[src/rtl/magic_device_read_arbiter.sv]
// Round-robin arbiter sharing the MagicDeviceBlackbox read port between NREQ
// requesters, with one read outstanding at a time and a response timeout.
module magic_device_read_arbiter #(
  parameter int                NREQ     = 4,
  parameter int                SEL_W    = 12,
  parameter int                DATA_W   = 64,
  parameter int                TIMEOUT  = 1024,
  parameter logic [DATA_W-1:0] ERR_DATA = 64'hDEAD_DEAD_DEAD_DEAD
) (
  input  logic                    clock,
  input  logic                    reset,
  input  logic [NREQ-1:0]         req_valid,
  input  logic [NREQ*SEL_W-1:0]   req_select,
  output logic [NREQ-1:0]         req_ready,
  output logic [NREQ-1:0]         resp_valid,
  output logic [DATA_W-1:0]       resp_data,
  output logic                    resp_err,
  output logic [SEL_W-1:0]        dev_read_select,
  output logic                    dev_read_ready,
  input  logic                    dev_read_valid,
  input  logic [DATA_W-1:0]       dev_read_data,
  output logic                    spurious
);

  localparam int PTR_W = (NREQ > 1) ? $clog2(NREQ) : 1;
  localparam int CNT_W = (TIMEOUT < 1) ? 1 : $clog2(TIMEOUT + 1);

  typedef enum logic [1:0] {IDLE, ISSUE, WAIT, RESP} state_t;

  state_t           state;
  logic [PTR_W-1:0] rr_ptr;
  logic [PTR_W-1:0] gnt;
  logic [CNT_W-1:0] cnt;
  logic [PTR_W-1:0] win;
  logic             any_req;

  function automatic logic [PTR_W-1:0] wrap_add(input logic [PTR_W-1:0] base, input int off);
    int s;
    s = int'(base) + off;
    if (s >= NREQ) s = s - NREQ;
    return PTR_W'(s);
  endfunction

  function automatic logic [NREQ-1:0] onehot(input logic [PTR_W-1:0] idx);
    logic [NREQ-1:0] v;
    v      = '0;
    v[idx] = 1'b1;
    return v;
  endfunction

  // Scan from the highest offset down so the lowest offset from rr_ptr wins.
  always_comb begin
    win     = '0;
    any_req = 1'b0;
    for (int i = NREQ - 1; i >= 0; i--) begin
      if (req_valid[wrap_add(rr_ptr, i)]) begin
        win     = wrap_add(rr_ptr, i);
        any_req = 1'b1;
      end
    end
  end

  // Gated by reset so no requester sees an acceptance while the block is held in reset.
  assign req_ready = (reset && state == IDLE && any_req) ? onehot(win) : '0;

  always_ff @(posedge clock or negedge reset) begin
    if (!reset) begin
      state           <= IDLE;
      rr_ptr          <= '0;
      gnt             <= '0;
      cnt             <= '0;
      resp_valid      <= '0;
      resp_data       <= '0;
      resp_err        <= 1'b0;
      dev_read_select <= '0;
      dev_read_ready  <= 1'b0;
      spurious        <= 1'b0;
    end else begin
      resp_valid     <= '0;
      resp_data      <= '0;
      resp_err       <= 1'b0;
      dev_read_ready <= 1'b0;
      spurious       <= dev_read_valid && (state == IDLE || state == RESP);
      case (state)
        IDLE: begin
          cnt <= '0;
          if (any_req) begin
            gnt             <= win;
            dev_read_select <= req_select[int'(win) * SEL_W +: SEL_W];
            dev_read_ready  <= 1'b1;
            state           <= ISSUE;
          end
        end
        ISSUE: begin
          // The counter measures cycles since the issue strobe.
          cnt <= CNT_W'(1);
          if (dev_read_valid) begin
            resp_valid <= onehot(gnt);
            resp_data  <= dev_read_data;
            state      <= RESP;
          end else begin
            state <= WAIT;
          end
        end
        WAIT: begin
          if (cnt != {CNT_W{1'b1}}) cnt <= cnt + 1'b1;
          if (dev_read_valid) begin
            resp_valid <= onehot(gnt);
            resp_data  <= dev_read_data;
            state      <= RESP;
          end else if (TIMEOUT != 0 && cnt >= CNT_W'(TIMEOUT - 1)) begin
            resp_valid <= onehot(gnt);
            resp_data  <= ERR_DATA;
            resp_err   <= 1'b1;
            state      <= RESP;
          end
        end
        RESP: begin
          cnt    <= '0;
          rr_ptr <= wrap_add(gnt, 1);
          state  <= IDLE;
        end
        default: state <= IDLE;
      endcase
    end
  end

endmodule
[config.mk]
export PLATFORM = sky130hd
export DESIGN_NAME = magic_device_read_arbiter
export DESIGN_NICKNAME = d
export VERILOG_FILES = /design/src/rtl/magic_device_read_arbiter.sv
export SDC_FILE = /design/constraint.sdc
export NUM_CORES = 1
export LEC_CHECK = 0
export ABC_AREA = 0
export BUFFER_PORTS_ARGS = -buffer_cell sky130_fd_sc_hd__buf_2
export CAP_MARGIN = 10
export CORE_ASPECT_RATIO = 0.5
export CORE_MARGIN = 1.5
export CORE_UTILIZATION = 28
export DETAILED_ROUTE_END_ITERATION = 16
export HOLD_SLACK_MARGIN = 0.1
export SLEW_MARGIN = 20
export SYNTH_ARGS = -nofsm -noshare
export SYNTH_HDL_FRONTEND = slang
export SYNTH_SLANG_ARGS = --single-unit
[constraint.sdc]
create_clock -name clock -period 3.8 [get_ports clock]
set_clock_uncertainty 0.15 [all_clocks]
set_input_delay 0.57 -clock clock [delete_from_list [all_inputs] [get_ports clock]]
set_output_delay 0.57 -clock clock [all_outputs]
set_load 0.005 [all_outputs]
==> results of run 1 <==
==> synth_stat cells, types with 11 or more instances <==
library cell,number
ha_1,11
mux2i_1,12
and3_1,31
a21boi_1,39
nand2_1,54
nor2_1,20
o22ai_1,13
dfrtp_1,100
o21ai_0,25
clkbuf_1,28
a221oi_1,12
a21oi_1,15
==> per-stage QoR <==
| step | cell area (µm²) | std cells | setup slack [ps] | hold slack (ps) | util, % |
|---|---|---|---|---|---|
| 6_report | 6011 | 828 | 935.8 | 307.2 | 38.49 |
| 5_1_grt | 6011 | 828 | 686.3 | 302.8 | 38.49 |
| 4_1_cts | 6008 | 828 | 915.2 | 294.7 | 38.48 |
| 3_5_place_dp | 5704 | 814 | 987.0 | 366.8 | 36.53 |
| 3_3_place_gp | 5704 | 814 | 1074 | 360.7 | 36.53 |
| 2_1_floorplan | 4533 | 435 | 1327 | 124.4 | - |
==> registers in the layout (all words and copies together) (netlist names) <==
name,count
cnt,11
dev_read_ready,1
dev_read_select,12
gnt,2
resp_data,64
resp_err,1
resp_valid,4
rr_ptr,2
spurious,1
state,2
==> logic make-up after synthesis <==
family                     after synthesis  synth area share [%]
DFF                                    100                 55.20
adders and majority gates               11                 3.036
buffers and inverters                   47                 4.582
muxes                                   14                 3.147
xor gates and xnor gates                 2                0.3865
AOI/OAI and AO/OA                      128                 19.27
and+or+nand+nor                        133                 14.38
==> power by group through the flow <==
stage	Sequential [mW]	Clock (mW)	Combinational, mW
2_1_floorplan	1.48	0	1.01
3_3_place_gp	1.47	0	1.59
3_5_place_dp	1.48	0	1.63
4_1_cts	1.47	0.979	1.63
5_1_grt	1.50	1.02	1.81
6_report	1.47	0.946	1.61
==> critical path: cells and delay by family, from the launching register on <==
| family | cells | cell delay (ps) |
|---|---|---|
| buffers and inverters | 3 | 840 |
| DFF | 1 | 410 |
| and+or+nand+nor | 2 | 330 |
| adders and majority gates | 1 | 210 |
==> worst max-delay path by stage <==
stage	endpoint	slack (ps)
2_1_floorplan	req_ready[0]	1330
5_1_grt	req_ready[3]	690
4_1_cts	req_ready[0]	920
3_3_place_gp	req_ready[2]	1070
3_5_place_dp	req_ready[2]	990
6_report	req_ready[0]	940
==> final cells by class <==
class,instances,share of cell area [%]
well taps,204,4.246
multi-input cells,288,30.39
clock inverters,3,1.082
flip-flops and latches,100,41.63
repair buffers,214,18.28
clock buffers,10,3.809
inverters,9,0.5620
==> layer usage <==
metal	part of all wire [%]	wire, µm	vias up
met3	4.6	553	14
met5	0	0	-
met1	44	5296	1885
met2	51	6137	115
li1	-	-	1895
met4	1.1	137	0
==> placed cells by master (no fill, tap or decap), types with 2 or more instances in the layout <==
master and instances:
a21boi_1 39, mux2i_1 12, nand3_1 3, o22ai_1 13, and3_1 31, nor2_1 20
or3_1 2, dfrtp_1 100, a31oi_1 4, buf_4 9, o211a_1 2, a21oi_1 15
nor2b_1 6, nor3_1 4, nand4_1 2, nand2b_1 4, inv_1 8, nand2_1 54
o21ai_0 25, and3_4 2, o21a_1 2, bufinv_16 2, o221a_2 2, buf_2 204
a221oi_1 12, mux2_2 2, a21boi_0 5, ha_1 10, clkbuf_16 9
==> metrics list, run 1 <==
- Counting instances, the worst hold path has a depth of 3.
- Placeable core area: 15,620 µm²
- Avg WL per Cell: roughly 15 µm
- Post-CTS setup buffer count: 0
- Top_reg_cell synth: dfrtp_1
- # diodes: 0
- Portion of total power attributed to sequential cells: around 36%
- The wire-length estimate of the detail-placed layout is 8.646 mm.
* CTS tree: yes
- IR analysis of the VDD net gives a maximum drop of around 290 µV.
* Leak pwr: roughly 3.2 nW
- The final route contains 3,909 vias.
* Clock tree root driver cell: clkbuf_16
- Setup repair after global routing left no endpoint under its margin.
- For this run, the register share of the synthesized area comes to between 50% and 60%.
- Int Pwr: about 2.6 mW
* Detailed-route vias per instance: ~4.7
- Post-Syn Instances: 435
- The initialized floorplan defines 32 standard-cell rows.
- Result of the run: finished, final reports clean
* Final period demand of the worst path: 2864 ps
- CTS saw 100 sinks.
- The startpoint identified for the worst hold timing path is dev_read_data[23].
* Maximum number of pins on one net before global-route repair: 70
* Footprint of the multi-input gates: roughly 1800 µm²
- CP Max Fanout: 31
- The H-tree was split into 3 levels.
* CTS resizes: 0
* Met3 track demand over resource: between 3 and 4%
* Hold Fails Final Rpt: 0
- At the end of routability-driven placement, the weighted congestion stood at around 0.76.
- The worst path uses 75.37% of the clock period.
- Filler cells: around 1,600
- Synthesis-to-layout area growth: 32.60%
- Share of async-settable or async-resettable flops after synthesis: 100.0%
* Number of global-route vias before repair: 3,927
- Before antenna repair, the detailed router went through 4 iterations.
* Class of the tightest hold or removal check: input pin to register
- Static timing analysis puts the maximum clock frequency at 0.3491 GHz.
* DRC marker count from the first detailed-route iteration: between 100 and 150
* Wire length reported by the detailed router: roughly 12 mm
* Number of violations of the max-capacitance limit: 0
- In this run the critical register-to-register path is launched from state[0]$_DFFE_PN0P_.
- Number of warnings printed during yosys synthesis: 0
- Fraction of post-synthesis cell area in the top cell type by area: 55.20%
* Met2 track utilization from global routing: around 26%
* Die extent in y: between 90 and 100 µm
- Net count after synthesis: 565
- Library cell occupying the most area in the post-synthesis netlist: dfrtp_1
- Register-to-Register Path Depth: 6
- The worst setup path is of the register to output pin kind.
- In this run the horizontal extent of the chip is between 150 and 200 µm.
- Cell area after synthesis: 4533 µm²
- The setup check on the worst reg-to-reg path leaves a slack of ~1400 ps.
- For the pin with the worst max-slew slack, the measured transition is between 800 and 900 ps.
* Clock slew seen by the registers of the worst setup and hold paths: ~70 ps
- Areal power density over the cells: about 670 nW/µm²
* First-pass GRT wire length: about 20 mm
- For this design the total switching power over the nets is between 1 and 1.5 mW.
- Combinational logic is responsible for about two fifths of the overall power.
- Initial antenna violation count: 0
- The number of clock buffers added by TritonCTS is 9.
- Counting stages on the worst path, the most repeated cell is inv_1.
* Origin of the worst setup path: state[0]$_DFFE_PN0P_
- The path with the worst hold slack has its endpoint at resp_data[23]$_DFF_PN0_.
- In this run, synthesis produced a sequential element count of 100.
- Dividing the synthesized area by the synthesized cell count gives 10.42 µm².
- In this run switching power makes up a little over a third of total power.
- Of the cells placed in the final design, the portion with a size suffix greater than 1 is between 30% and 40%.
- Sort of element at the end of the critical path: output pin
- In this run the deepest clock path goes through 2 buffers.
- The number of max-slew violations in the final report came to 0.
* Longest individual stage delay on the worst path: around 570 ps
- Number of failing setup endpoints in the final timing report: 0
- Worst EP required: 3080 ps
* Die area: about 17,000 µm²
- Congestion Overflow GR: 0
- Top Usage Layer GRT: met2
- Synthesis instantiated 44 different standard cells from the library.
- Setup Total Neg Slack: 0 ps
- Across every metal layer, demand over resource in global routing totals between 10% and 20%.
* Cell breakdown of the critical path: inv_1 -> ha_2 -> nand2b_1 -> inv_1 -> and3_1 -> buf_2
* Tot Pwr: between 4 and 5 mW
* Hold bufs inserted after CTS: 1
- Boundary Pins: between 200 and 250
- Measured against its own limit, the worst slew margin works out to roughly 42%.
- In this run the tool buffered the top-level ports with just over 200 buffer cells.
* Antenna violation net count after detailed routing: 0
* Critical Path Slowest Stage Cell: inv_1
- Effective utilization at floorplan: ~29%
- Post-synth EDFFs: 0
* M1 GR Usage: ~18%
- After detailed routing, the number of remaining DRC violations is 0.
- Registers take ~2500 µm².
- At the end of the flow, the number of nets in the layout was 752.
- STA puts the critical path data arrival time at about 2100 ps.
- Sort of element at the start of the critical path: register
- Clock latency on the worst-skew pair, taken at its later pin, is ~340 ps.
* Clock share of power: around a quarter
* Ranking of synthesized cells by area: dfrtp_1, a21boi_1, nand2_1
- The endpoint identified for the worst register-to-register timing path is resp_data[7]$_DFF_PN0_.
Note: power is estimated with default switching activity, not from simulation.
==> inputs of run 2 (changes only) <==
- clock period: 3.8 -> 2.5 ns (I/O delays scaled with it)
==> run 2 against run 1 <==
Global-route usage shrank 0.39 points. Largest cell class unchanged. Largest power group unchanged. Count of clock-buffer cells in the layout is the same. Utilization grew 0.24 points. Via count is 0.59% lower. Register-to-register slack got worse by 1100 ps. Total power rose by 51%.
==> metrics list, run 2 (synthesis results as in run 1) <==
- Result of the run: finished, final reports clean (unchanged).
- The CTS tree is yes (unchanged).
- Number of clock buffers inserted by TritonCTS: 9 (unchanged)
* Proportion of layout cells with a drive suffix above 1: 37.38% (was 37.34%)
- The number of setup violations in the final report came to 0 (unchanged).
* VDD IR max: 522.6 µV (was 287.2 µV)
- The global placer's final weighted congestion was 0.7437 (was 0.7593).
- Post-route design area: 6048 µm² (was 6011 µm²)
- Clk buf depth: 2 (unchanged)
* Placed wire-length estimate after detailed placement: 8.176 mm (was 8.646 mm)
- Biggest registers after layout: resp_data x64, dev_read_select x12, cnt x11 (unchanged).
- The total count of hold-check failures in the final report came to 0 (unchanged).
* Areal power density over the cells: 1004 nW/µm² (was 669.3 nW/µm²)
- Worst EP required: 2600 ps (was 3080 ps)
- CP Max Fanout: 45 (was 31)
- Boundary Pins: 206 (unchanged)
* First-pass GRT wire length: 19.22 mm (was 19.42 mm)
- The flip-flop count of the largest register, all copies and words added is 64 (unchanged).
- CP Class: register to register (was register to output pin)
- The sequential cell area is 2502 µm² (unchanged).
* Sort of element at the start of the critical path: register (unchanged)
- The number of setup buffers added after CTS was 0 (unchanged).
- Hold bufs inserted after CTS: 1 (unchanged)
- Worst path arrival time: 2350 ps (was 2140 ps)
- Number of violations of the max-capacitance limit: 0 (unchanged)
* Register with the highest flop count: resp_data (unchanged)
- The largest net degree at the start of global routing came to 101 (was 70).
- Source-to-sink clock delay at the later pin of the worst-skew pair: 340 ps (about the same)
* Worst slew slack as a fraction of its limit: 61.08% (was 41.53%)
* Placeable core area: 15,620 µm² (unchanged)
- Cell area after placement: 5744 µm² (was 5704 µm²)
- Upper clock frequency limit: roughly 0.44 GHz
* Synthesis-to-layout area growth: 33.43% (was 32.60%)
- The die width came to 182.9 µm (unchanged).
- Wire length reported by the detailed router: 11.75 mm (was 12.13 mm)
- The root buffer selected by CTS is clkbuf_16 (unchanged).
- Class of the tightest hold or removal check: input pin to register (unchanged)
- Effective utilization at floorplan: 29.03% (unchanged)
* Nets@finish: 754 (was 752)
- The area of combinational cells with multiple inputs was 1824 µm² (was 1827 µm²).
* Share of the clock period used by the worst path: around nine tenths
* RSZ-0062 raised after global routing: false (unchanged)
- Via count of the routed design: 3,886 (was 3,909)
* Avg WL per Cell: 14.16 µm (was 14.64 µm)
* Pin slew with the least headroom to its limit: 583.9 ps (was 877.1 ps)
* Congestion Overflow GR: 0 (unchanged)
- After layout, the minimum clock period comes to 2253 ps.
* Antenna violation net count after detailed routing: 0 (unchanged)
- Most used cells in the layout excluding fill and tap cells: buf_2, dfrtp_1, nand2_1, a21boi_1, and3_1 (unchanged).
- # diodes: 0 (unchanged)
* Leak pwr: 3.232 nW (was 3.212 nW)
- Clock slew seen by the registers of the worst setup and hold paths: 60 ps (was 70 ps)
- Slack of the critical path: 247.5 ps (was 935.8 ps)
- Die extent in y: 92.97 µm (unchanged)
* Remaining routing DRC violations: 0 (unchanged)
- Tot Pwr: 6.071 mW (was 4.023 mW)
* Sort of element at the end of the critical path: register (was output pin)
* Leading cell type in the layout, fill and taps excluded: buf_2 (unchanged)
- CTS resizes: 0 (unchanged)
* Detailed-route vias per instance: 4.682 (was 4.721)
- Setup Total Neg Slack: 0 ps (unchanged)
* H-tree depth: 3 (unchanged)
* Die area: 17,010 µm² (unchanged)
- Site Rows: 32 (unchanged)
* Total iterations of the first detailed-routing run: 4 (unchanged)
- The clock sink count is 100 (unchanged).
- The final-layout fill cell count came to 1,579 (was 1,582).
* Tot GR Track Use: 14.03% (was 14.41%)
* Initial antenna violation count: 0 (unchanged)
- Hold slack final: 117.2 ps (was 307.2 ps)
- Post-placement setup slack: 256.0 ps (was 987.0 ps)
- The number of max-slew violations in the final report was 0 (unchanged).
* Number of buffers inserted by port buffering: 205 (unchanged)
- The number of global-route vias before repair was 3,874 (was 3,927).
- The number of DRC violations after detailed-routing iteration 0 is 146 (was 124).
run 2: routing by layer:
metal / global-route usage, % / routed length (µm) / up-vias
met5: 0 / 0 / -
met4: 3.689 / 205 / 0
met3: 3.544 / 552 / 19
met2: 23.86 / 5658 / 118
met1: 17.86 / 5336 / 1850
li1: - / - / 1899
run 2: area by class of cell:
cell class / instances / share of cell area, %
Multi-Input combinational cell: 288 / 30.16
Sequential cell: 100 / 41.37
Clock buffer: 10 / 3.786
Timing Repair Buffer: 216 / 18.82
Tap cell: 204 / 4.220
Clock inverter: 3 / 1.076
Inverter: 9 / 0.5585
run 2: worst paths after layout:
| check | from | end | slack (ps) | cells past startpoint |
|---|---|---|---|---|
| worst max-delay path | state[0]$_DFFE_PN0P_ | resp_data[21]$_DFF_PN0_ | 250 | 6 |
| worst min-delay path | dev_read_data[47] | resp_data[47]$_DFF_PN0_ | 120 | 3 |
| worst max register to register | state[0]$_DFFE_PN0P_ | resp_data[21]$_DFF_PN0_ | 250 | 6 |
| worst min register to register | gnt[0]$_DFFE_PN0P_ | rr_ptr[0]$_DFFE_PN0N_ | 380 | 1 |
| max in group asynchronous | reset | resp_data[48]$_DFF_PN0_ | 1260 | 3 |
| min in group asynchronous | reset | dev_read_select[0]$_DFFE_PN0P_ | 530 | 3 |
run 2: stage by stage:
stage / std cells / util (%)
finish: 830 / 38.73
global route: 830 / 38.73
CTS: 830 / 38.73
detailed placement: 816 / 36.79
global placement: 816 / 36.79
floorplan: 435 / -
run 2: power breakdown:
part	switching [mW]	internal [mW]	leakage [nW]
logic	1.32	1.11	1.76
registers	0.208	2.02	1.32
clock network	0.562	0.859	0.144
total	2.09	3.98	3.23
run 2: worst max-delay path, cell delays in order, from the launching register on:
cell and delay, ps:
dfrtp_1 430, inv_1 160, ha_1 300, clkinv_1 220
or3_1 380, buf_4 290, a21boi_0 220
==> inputs of run 3 (changes only) <==
- clock period: 2.5 -> 2.33 ns (I/O delays scaled with it)
==> run 3 against run 2 <==
First-iteration DRC count grew 44%. Hold slack lost 11 ps. Non-clock buffer count grew 60. Combinational power grew 15%. Cell area grew 10%. Total power grew 8.8%. Critical endpoint is now req_ready[2]. Critical path depth shrank 1.
==> metrics list, run 3 (synthesis results as in run 1) <==
* DRC marker count from the first detailed-route iteration: 210 (was 146)
- The total via count in the routed design was 4,166 (was 3,886).
- Register with the highest flop count: resp_data (unchanged)
- Boundary Pins: 206 (unchanged)
- Int Pwr: 4.266 mW (was 3.984 mW)
- The area of the placeable core came to 15,620 µm² (unchanged).
* CP Max Fanout: 9 (was 45)
* Total iterations of the first detailed-routing run: 4 (unchanged)
- The post-detailed-route DRC marker count was 0 (unchanged).
- Switching power as a share of total power: 35.40% (was 34.37%)
- The number of max-slew violations in the final report was 0 (unchanged).
- Avg WL per Cell: 14.08 µm (was 14.16 µm)
- The maximum buffer depth of the clock tree was 2 (unchanged).
- Wire length reported by the detailed router: 12.57 mm (was 11.75 mm)
- CTS tree: yes (unchanged)
* H-tree depth: 3 (unchanged)
- The commonest non-fill, non-tap cell in the layout is buf_2 (unchanged).
- The kind of end point of the critical path was an output pin (was register).
* Setup Total Neg Slack: 0 ps (unchanged)
- The number of nets at the end of the flow is 814 (was 754).
- The initial antenna violation count is 0 (unchanged).
- Worst EP required: 1830 ps (was 2600 ps)
- The normalized max-slew margin came to 60.72% (was 61.08%).
* Clock share of power: 21.7% (was 23.4%)
* Clk sink count: 100 (unchanged)
* Post-placement setup slack: 265.6 ps (was 256.0 ps)
- Antenna violation net count after detailed routing: 0 (unchanged)
- Most used cells in the layout excluding fill and tap cells: buf_2, dfrtp_1, dlygate4sd3_1, nand2_1, a21boi_1 (was buf_2, dfrtp_1, nand2_1, a21boi_1, and3_1).
- Number of clock buffers inserted by TritonCTS: 9 (unchanged)
- Share of the clock period used by the worst path: between 90% and 100%
- Relative contribution of combinational cells to total power: 42.1% (was 39.9%)
- Derived from the worst setup path, the maximum achievable clock frequency is 0.4547 GHz.
* Pin slew with the least headroom to its limit: 583.1 ps (was 583.9 ps)
* Biggest registers after layout: resp_data x64, dev_read_select x12, cnt x11 (unchanged)
- Cell breakdown of the critical path: nor2b_2 -> nor2_1 -> o211a_1 -> and3_1 -> buf_2 (was inv_1 -> ha_1 -> clkinv_1 -> or3_1 -> buf_4 -> a21boi_0).
- VDD IR max: 490.3 µV (was 522.6 µV)
- The startpoint type of the worst setup path is a register (unchanged).
* CP Class: register to output pin (was register to register)
- The arrival time at the worst endpoint is 1700 ps (was 2350 ps).
* Number of buffers inserted by port buffering: 205 (unchanged)
- The antenna diode count was 0 (unchanged).
* Number of global-route vias before repair: 4,101 (was 3,874)
- Filler cells: 1,527 (was 1,579)
- The final design instance area without fill is 6673 µm² (was 6048 µm²).
- The ratio of routed vias to standard cells is 4.665 (was 4.682).
- The largest incremental delay on the critical path came to 490 ps (was 430 ps).
- The number of setup violations in the final report came to 0 (unchanged).
- The die width is 182.9 µm (unchanged).
* Die extent in y: 92.97 µm (unchanged)
- The row count was 32 (unchanged).
* Clock slew seen by the registers of the worst setup and hold paths: 70 ps (was 60 ps)
* Hold Fails Final Rpt: 0 (unchanged)
* Worst hold path stage count: 3 (unchanged)
* Effective utilization at floorplan: 29.03% (unchanged)
- Final period demand of the worst path: 2199 ps
* Weighted congestion reported at the end of routability-driven placement: 0.7462 (was 0.7437)
- The number of max-cap violations is 0 (unchanged).
- Synthesis-to-layout area growth: 47.20% (was 33.43%)
* Die area: 17,010 µm² (unchanged)
- The post-route total power came to 6.604 mW (was 6.071 mW).
- Power dissipated by switching net loads: 2.338 mW (was 2.087 mW)
* Portion of total power attributed to sequential cells: 36.2% (was 36.7%)
- Congestion Overflow GR: 0 (unchanged)
- Class of the tightest hold or removal check: input pin to register (unchanged)
- The detailed placer's ending HPWL came to 8.406 mm (was 8.176 mm).
- Result of the run: finished, final reports clean (unchanged)
* Critical Path Slowest Stage Cell: dfrtp_1 (unchanged)
- Slack of the critical path: 130.8 ps (was 247.5 ps)
* Crit path buf inv count: 1 (was 3)
- Register-to-Register Path Depth: 6 (unchanged)
- Clock tree root driver cell: clkbuf_16 (unchanged)
- The leakage power came to 3.486 nW (was 3.232 nW).
- Proportion of layout cells with a drive suffix above 1: 35.27% (was 37.38%)
* Source-to-sink clock delay at the later pin of the worst-skew pair: 340 ps (about the same)
- The global-route wire length before repair is 20.07 mm (was 19.22 mm).
- The flip-flop count of the largest register, all copies and words added is 64 (unchanged).
* Areal power density over the cells: 989.7 nW/µm² (was 1004 nW/µm²)
- Critical path depth: 5 (was 6)
- Maximum number of pins on one net before global-route repair: 101 (unchanged)
- Final core occ: 42.73% (was 38.73%)
* Family with the most delay on the worst path: flip-flops (was buffers and inverters)
- Cell area after placement: 5784 µm² (was 5744 µm²)
* RSZ-0062 raised after global routing: false (unchanged)
* Tot GR Track Use: 14.75% (was 14.03%)
==> run 3: cell count changes in the layout (fill, tap and decap cells not counted) <==
| cell | previous run | this run |
|---|---|---|
| dfrtp_1 | 100 | 99 |
| clkinvlp_4 | 0 | 3 |
| clkbuf_1 | 1 | 0 |
| dfrtp_2 | 0 | 1 |
| o31ai_2 | 0 | 1 |
| buf_12 | 2 | 4 |
| nor2b_1 | 6 | 5 |
| clkinv_4 | 0 | 1 |
| o31ai_1 | 1 | 0 |
| bufinv_16 | 2 | 0 |
| nor2b_2 | 0 | 1 |
| clkbuf_8 | 0 | 2 |
| dlygate4sd3_1 | 1 | 59 |
==> run 3: path summary, 6_finish.rpt <==
kind / slack, ps / end / from
setup / recovery: 130 / req_ready[2] / rr_ptr[0]$_DFFE_PN0N_
hold / removal: 110 / resp_data[31]$_DFF_PN0_ / dev_read_data[31]
setup reg to reg: 240 / resp_data[7]$_DFF_PN0_ / cnt[3]$_DFFE_PN0P_
hold reg to reg: 390 / gnt[1]$_DFFE_PN0P_ / gnt[1]$_DFFE_PN0P_
max in group asynchronous: 1090 / resp_data[41]$_DFF_PN0_ / reset
min in group asynchronous: 500 / rr_ptr[0]$_DFFE_PN0N_ / reset
==> run 3: power by group through the flow <==
stage | logic, mW | registers (mW) | clock network, mW
final | 2.78 | 2.39 | 1.44
after global placement | 2.67 | 2.41 | 0
after floorplan | 1.65 | 2.42 | 0
after CTS | 2.80 | 2.39 | 1.49
after global routing | 3.10 | 2.45 | 1.57
after detailed placement | 2.72 | 2.42 | 0
==> run 3: final cells by class <==
class	instances	area [µm²]	share of cell area [%]
sequential	100	2504	37.52
inverter	9	33.78	0.5063
clock inverter	5	36.28	0.5438
tap	204	255.2	3.825
multi-input combinational	288	1832	27.45
timing repair buffer	276	1759	26.36
clock buffer	11	252.7	3.788
==> run 3: repair_timing <==
| item | in CTS | in global routing |
|---|---|---|
| endpoints found under the setup margin | 0 | 2 |
| endpoints found under the hold margin | 158 | 0 |
| buffers inserted | 0 | 0 |
| hold buffers | 59 | 0 |
| resized for setup | 0 | 3 |
==> run 3: tightest hold or removal path, cell delays in order <==
cell      delay, ps
buf_2           100
nand2_1          50
a21boi_1         60
==> run 3: per-layer routing <==
metal / up-vias / share of wire (%) / global-route usage, % / routed length, µm
met1: 1990 / 43 / 17.60 / 5399
li1: 2032 / - / - / -
met5: - / 0 / 0 / 0
met3: 24 / 4.2 / 3.076 / 526
met2: 120 / 51 / 26.55 / 6418
met4: 0 / 1.8 / 5.191 / 229
==> run 3: through the flow <==
stage,cells,hold WS [ps]
finish,893,106.4
global route,893,103.3
CTS,893,100.5
detailed placement,818,378.8
global placement,818,369.6
floorplan,435,-96.09
